==> src/rtl/display_pkg.sv <==
`default_nettype none
// ============================================================================
// Module      : display_pkg
// Description : Shared types and constants for the dot-matrix row scanner.
// Revision    : 1.0 - initial release
// ============================================================================
package display_pkg;

   typedef enum logic [2:0] {
      IDLE    = 3'd0,
      FETCH   = 3'd1,
      WAIT    = 3'd2,
      SHIFT   = 3'd3,
      LATCH   = 3'd4,
      DISPLAY = 3'd5
   } state_t;

   localparam int ROWS         = 8;
   localparam int BITS_PER_ROW = 8;

endpackage
`default_nettype wire

==> src/rtl/shift_phase_gen.sv <==
`default_nettype none
// ============================================================================
// Module      : shift_phase_gen
// Description : DIV-cycle prescaler giving the column shift clock level and a
//               one-cycle pulse on the last high cycle of each bit.
// Revision    : 1.0 - initial release
// ============================================================================
module shift_phase_gen #(
   parameter int DIV = 2
) (
   input  logic clk,
   input  logic rst,
   input  logic en,
   output logic sclk,
   output logic bit_done
);

   localparam int             CW     = (DIV > 1) ? $clog2(DIV) : 1;
   localparam logic [CW-1:0]  c_last = CW'(DIV - 1);

   logic [CW-1:0] r_cnt;
   logic          r_high;

   // Count DIV cycles per half-bit; idle at phase 0, sclk low when disabled
   always_ff @(posedge clk) begin
      if (rst || !en) begin
         r_cnt  <= '0;
         r_high <= 1'b0;
      end else if (r_cnt == c_last) begin
         r_cnt  <= '0;
         r_high <= ~r_high;
      end else begin
         r_cnt  <= r_cnt + 1'b1;
      end
   end

   assign sclk     = r_high;
   assign bit_done = en && r_high && (r_cnt == c_last);

endmodule
`default_nettype wire

==> src/rtl/matrix_scan_ctrl.sv <==
`default_nettype none
// ============================================================================
// Module      : matrix_scan_ctrl
// Description : Row-scan sequencer for an 8x8 dot-matrix display: fetches a
//               row pattern, steps the pixel mux with a shift clock, latches
//               the column driver and lights the row for a fixed hold time.
// Revision    : 1.0 - initial release
// ============================================================================
module matrix_scan_ctrl
   import display_pkg::*;
#(
   parameter int DIV         = 2,
   parameter int HOLD_CYCLES = 1000,
   parameter int ROWS        = 8
) (
   input  logic            clk,
   input  logic            rst,
   input  logic            en,
   output logic            mem_rd,
   output logic [2:0]      mem_addr,
   input  logic [7:0]      mem_data,
   output logic [7:0]      dout,
   output logic [2:0]      sel,
   output logic            sclk,
   output logic            latch,
   output logic [ROWS-1:0] row_n,
   output logic            frame_done
);

   localparam int            HW          = $clog2(HOLD_CYCLES + 1);
   localparam logic [HW-1:0] c_hold_last = HW'(HOLD_CYCLES - 1);
   localparam logic [2:0]    c_last_bit  = 3'(BITS_PER_ROW - 1);
   localparam logic [2:0]    c_last_row  = 3'(ROWS - 1);

   state_t          r_state;
   state_t          w_next;
   logic [2:0]      r_row;
   logic [2:0]      r_sel;
   logic [7:0]      r_dout;
   logic [ROWS-1:0] r_row_n;
   logic [HW-1:0]   r_hold;
   logic            r_frame_done;
   logic            w_shift_en;
   logic            w_bit_done;
   logic            w_hold_last;
   logic            w_last_bit;

   assign w_shift_en  = (r_state == SHIFT);
   assign w_hold_last = (r_state == DISPLAY) && (r_hold == c_hold_last);
   assign w_last_bit  = (r_sel == c_last_bit);

   shift_phase_gen #(
      .DIV      (DIV)
   ) u_phase (
      .clk      (clk),
      .rst      (rst),
      .en       (w_shift_en),
      .sclk     (sclk),
      .bit_done (w_bit_done)
   );

   // State register
   always_ff @(posedge clk) begin
      if (rst) r_state <= IDLE;
      else     r_state <= w_next;
   end

   // Next-state logic and per-state strobes
   always_comb begin
      w_next   = r_state;
      mem_rd   = 1'b0;
      mem_addr = 3'd0;
      latch    = 1'b0;
      case (r_state)
         IDLE:    if (en) w_next = FETCH;
         FETCH: begin
            mem_rd   = 1'b1;
            mem_addr = r_row;
            w_next   = WAIT;
         end
         WAIT:    w_next = SHIFT;
         SHIFT:   if (w_bit_done && w_last_bit) w_next = LATCH;
         LATCH: begin
            latch  = 1'b1;
            w_next = DISPLAY;
         end
         DISPLAY: if (w_hold_last) w_next = en ? FETCH : IDLE;
         default: w_next = IDLE;
      endcase
   end

   // Row pointer, mux select, pattern hold, row drive and hold timer
   always_ff @(posedge clk) begin
      if (rst) begin
         r_row        <= 3'd0;
         r_sel        <= 3'd0;
         r_dout       <= 8'd0;
         r_row_n      <= '1;
         r_hold       <= '0;
         r_frame_done <= 1'b0;
      end else begin
         r_frame_done <= 1'b0;
         r_hold       <= '0;
         case (r_state)
            WAIT: begin
               r_dout <= mem_data;
               r_sel  <= 3'd0;
            end
            SHIFT: begin
               if (w_bit_done) begin
                  // Blank ahead of the latch so the new columns never show on the old row
                  if (w_last_bit) r_row_n <= '1;
                  else            r_sel   <= r_sel + 3'd1;
               end
            end
            LATCH: r_row_n <= ~(ROWS'(1) << r_row);
            DISPLAY: begin
               if (w_hold_last) begin
                  r_frame_done <= (r_row == c_last_row);
                  r_row        <= (r_row == c_last_row) ? 3'd0 : r_row + 3'd1;
                  if (!en) begin
                     // IDLE shows reset values, so clear the visible outputs on the way in
                     r_row_n <= '1;
                     r_sel   <= 3'd0;
                     r_dout  <= 8'd0;
                  end
               end else begin
                  r_hold <= r_hold + 1'b1;
               end
            end
            default: ;
         endcase
      end
   end

   assign sel        = r_sel;
   assign dout       = r_dout;
   assign row_n      = r_row_n;
   assign frame_done = r_frame_done;

endmodule
`default_nettype wire

==> config.mk <==
export PLATFORM = sky130hd
export DESIGN_NAME = matrix_scan_ctrl
export DESIGN_NICKNAME = d
export VERILOG_FILES = /design/src/rtl/display_pkg.sv /design/src/rtl/shift_phase_gen.sv /design/src/rtl/matrix_scan_ctrl.sv
export SDC_FILE = /design/constraint.sdc
export NUM_CORES = 1
export LEC_CHECK = 0
export ABC_AREA = 1
export BUFFER_PORTS_ARGS = -buffer_cell sky130_fd_sc_hd__buf_2
export CAP_MARGIN = 10
export CORE_MARGIN = 8
export CORE_UTILIZATION = 35
export DETAILED_ROUTE_END_ITERATION = 7
export PLACE_DENSITY = 0.6
export SYNTH_ARGS = -nofsm -noshare
export SYNTH_HDL_FRONTEND = slang
export SYNTH_SLANG_ARGS = --single-unit
export TNS_END_PERCENT = 20
==> constraint.sdc <==
create_clock -name clk -period 1.5 [get_ports clk]
set_clock_uncertainty 0.15 [all_clocks]
set_input_delay 0.225 -clock clk [delete_from_list [all_inputs] [get_ports clk]]
set_output_delay 0.225 -clock clk [all_outputs]
set_load 0.1 [all_outputs]
==> reports/metrics.json <==
{
  "run_status": {
    "result_of_the_run": "complete, but fails checks",
    "violations_in_the_final_reports": "setup timing"
  },
  "global_routing": {
    "groute.layer.met3.usage_pct": 3.55,
    "initial_antenna_violation_count": 0,
    "grt_use_met2_pct": 18.7,
    "grt_use_met1_pct": 13.6,
    "grt_pass1_vias": 1713,
    "grt_remaining_overflow": 0,
    "global_route_wire_length_before_repair_microns": 7180,
    "globalRoute.busiestLayer": "met2",
    "grt.total_usage_pct": 11.3,
    "grt_max_degree": 18
  },
  "sta": {
    "max_slew_violations": 0,
    "timing.setup.tns_ns": -1.31,
    "final_hold_viol_count": 0,
    "rsz_0062_raised_after_global_routing": "true",
    "fmaxAchievable_mhz": 584,
    "layout_setup_ws_ns": -0.213,
    "hold-worst-slack_ns": 0.0123,
    "slew-limit-headroom_pct": 67.4,
    "setup_violations": 24,
    "post-route-period-util_pct": 114,
    "worst_pin_slew_ns": 0.493,
    "post-route-min-period_ns": 1.71
  },
  "power": {
    "report.power.total_mw": 3.11,
    "power_density_nw_per_um2": 1070,
    "max-vdd-ir-drop_uv": 659,
    "power_leakage_nw": 1.29
  },
  "die": {
    "die_x_microns": 89.7,
    "num_io_pins": 37,
    "die_y_microns": 89.7,
    "std_cell_rows": 27,
    "design.core.area_sq_um": 5370,
    "area_of_the_die_sq_um": 8040,
    "effective_utilization_at_floorplan_pct": 35.4
  },
  "logic_synthesis": {
    "synth_warnings": 0,
    "synth_enable_flop_cells": 0,
    "yosysTopAreaCellShare_pct": 40.1,
    "post_synth_inst_count": 268,
    "synth.top_cells.by_area": "dfxtp_1 (40%), nand2_1 (12%), nand3_1 (8.7%), nor2_1 (8.3%), inv_1 (6.9%)",
    "post_synth_instance_area_sq_um": 1900,
    "synthArstFlopShare_pct": 0,
    "post_synth_top_cells": "nand2_1 (59), nor2_1 (42), dfxtp_1 (38)",
    "ys.flop_type": "dfxtp_1",
    "synth.most_common_cell": "nand2_1",
    "seq_area_frac_synth_pct": 40.1,
    "synthesis.nets": 288,
    "yosys_register_bits": 38,
    "post_synth_top_area_cell": "dfxtp_1",
    "syn_area_per_cell_sq_um": 7.09,
    "synth_cell_type_count": 28
  },
  "worst_setup_path": {
    "crit_path_buffers_inverters": 3,
    "cp.arrival_ns": 1.34,
    "crit_path_max_fanout": 4,
    "critPathSlowestCell": "dfxtp_4",
    "timing.critical_path.slowest_cell_delay_ns": 0.35,
    "cp_cell_sequence": "buf_6 -> nor3_4 -> inv_4 -> nor2_4 -> buf_12",
    "setup.worst_path.start": "r_state[2]",
    "crit_family": "buffers and inverters",
    "cp.required_ns": 1.12,
    "critical_path.endpoint_type": "output port",
    "critical_path.startpoint_type": "register",
    "critPathKind": "reg2out",
    "worstReg2RegStart": "r_state[2]"
  },
  "routing": {
    "postRouteAntennaNets": 0,
    "route.detailed.wl_per_inst_microns": 10.8,
    "initialDrtViolationCount": 85,
    "drc": 0,
    "viasPerCell": 4.52,
    "drt-pass1-iter-count": 4,
    "drt-total-wl_microns": 4450,
    "route.vias.total": 1861
  },
  "finish": {
    "post_route_cells_drive_above_1_share_pct": 38.8,
    "post-route-util_pct": 54.0,
    "layout.filler_cells": 519,
    "synthToLayoutAreaGrowth_pct": 52.6,
    "final_net_count": 361,
    "layout.cells.non_filler": 412,
    "antenna_cells_inserted": 0
  },
  "placed_design": {
    "placed_instances": 396,
    "post-dp-hpwl_microns": 3170,
    "place.gp.congestion": 0.803,
    "io_buffers": 36
  },
  "flow_run": {
    "timing.max_cap.violations": 0
  },
  "min_path": {
    "hold_path.class": "in2reg",
    "hp_start": "rst"
  },
  "clocking": {
    "clk_latency_ns": 0.28,
    "root_buffer": "clkbuf_8",
    "cts_htree_levels": 2,
    "number_of_clock_sinks_seen_by_cts": 38,
    "clock_slew_at_reported_path_ffs_ns": 0.07,
    "cts_made_buffers": 5,
    "cts_buffer_depth": 2,
    "cts_tree": "done"
  }
}
[where the power goes]
group	internal [mW]	switching, mW	total, mW
sequential	1.10	0.0663	1.16
clock	0.354	0.331	0.686
combinational	0.383	0.879	1.26
[kinds of logic after synthesis]
| family | count (synthesis) | share of synthesized area [%] |
|---|---|---|
| AO/OA/AOI/OAI | 22 | 6.72 |
| XOR/XNOR | 1 | 0.461 |
| adder cells (fa/ha/maj) | 9 | 5.93 |
| buffers and inverters | 44 | 9.75 |
| flip-flops | 38 | 40.1 |
| AND/OR/NAND/NOR | 154 | 37.1 |
[per-stage QoR]
| stage | area (sq um) | setup WS [ns] |
|---|---|---|
| floorplan | 1940 | -0.931 |
| global placement | 2510 | -0.0597 |
| detailed placement | 2510 | -0.0932 |
| CTS | 2700 | -0.241 |
| global route | 2900 | -0.278 |
| finish | 2900 | -0.213 |
[cell type report]
class	count	area (sq um)	share of cell area (%)
clock buffer	6	82.6	2.85
inverter	38	163	5.61
multi-input combinational	187	1170	40.2
sequential	38	777	26.8
tap	72	90.1	3.11
timing repair buffer	71	621	21.4
[state kept, by name (all words and copies together) (netlist names)]
signal	flops
r_hold	10
dout	8
row_n	8
r_row	3
r_state	3
sel	3
frame_done	1
u_phase.r_cnt	1
u_phase.sclk	1
[timing repair]
item                                    in CTS  in global routing
setup buffers                                5                  4
endpoints found under the setup margin      32                 40
resized for setup                           21                 49
hold endpoints to repair                     0                  0
pin swaps                                    8                 17
cloned                                       0                  1
hold buffers                                 0                  0
[path summary, 6_finish.rpt]
check,to,slack [ns],cells after the start
worst max register to register,r_row[0],-0.09,8
worst min register to register,row_n[6],0.30,2
worst max-delay path,mem_addr[1],-0.21,5
worst min-delay path,r_state[1],0.01,2
[per-layer routing]
layer	share of wire [%]	wire length [microns]
met1	47	2090
met2	47	2080
met3	5.0	224
met4	1.1	49
met5	0	0
[placed cells by master, fill, tap and decap left out, drive strengths merged, types with 2 or more instances in the layout]
| cell type | count |
|---|---|
| a21oi | 7 |
| buf | 71 |
| clkbuf | 6 |
| dfxtp | 38 |
| ha | 9 |
| inv | 38 |
| nand2 | 63 |
| nand3 | 36 |
| nand4 | 2 |
| nor2 | 45 |
| nor3 | 4 |
| nor3b | 2 |
| o21ai | 12 |
| or2 | 3 |
[worst register-to-register path: stages (launching register included)]
cell and delay (ns):
dfxtp_4 0.35, buf_4 0.15, buf_6 0.13, nand3_4 0.11, buf_4 0.19, nor2_2 0.06
buf_4 0.13, o21ai_0 0.14, nor2_1 0.06
Note: power is estimated with default switching activity, not from simulation.
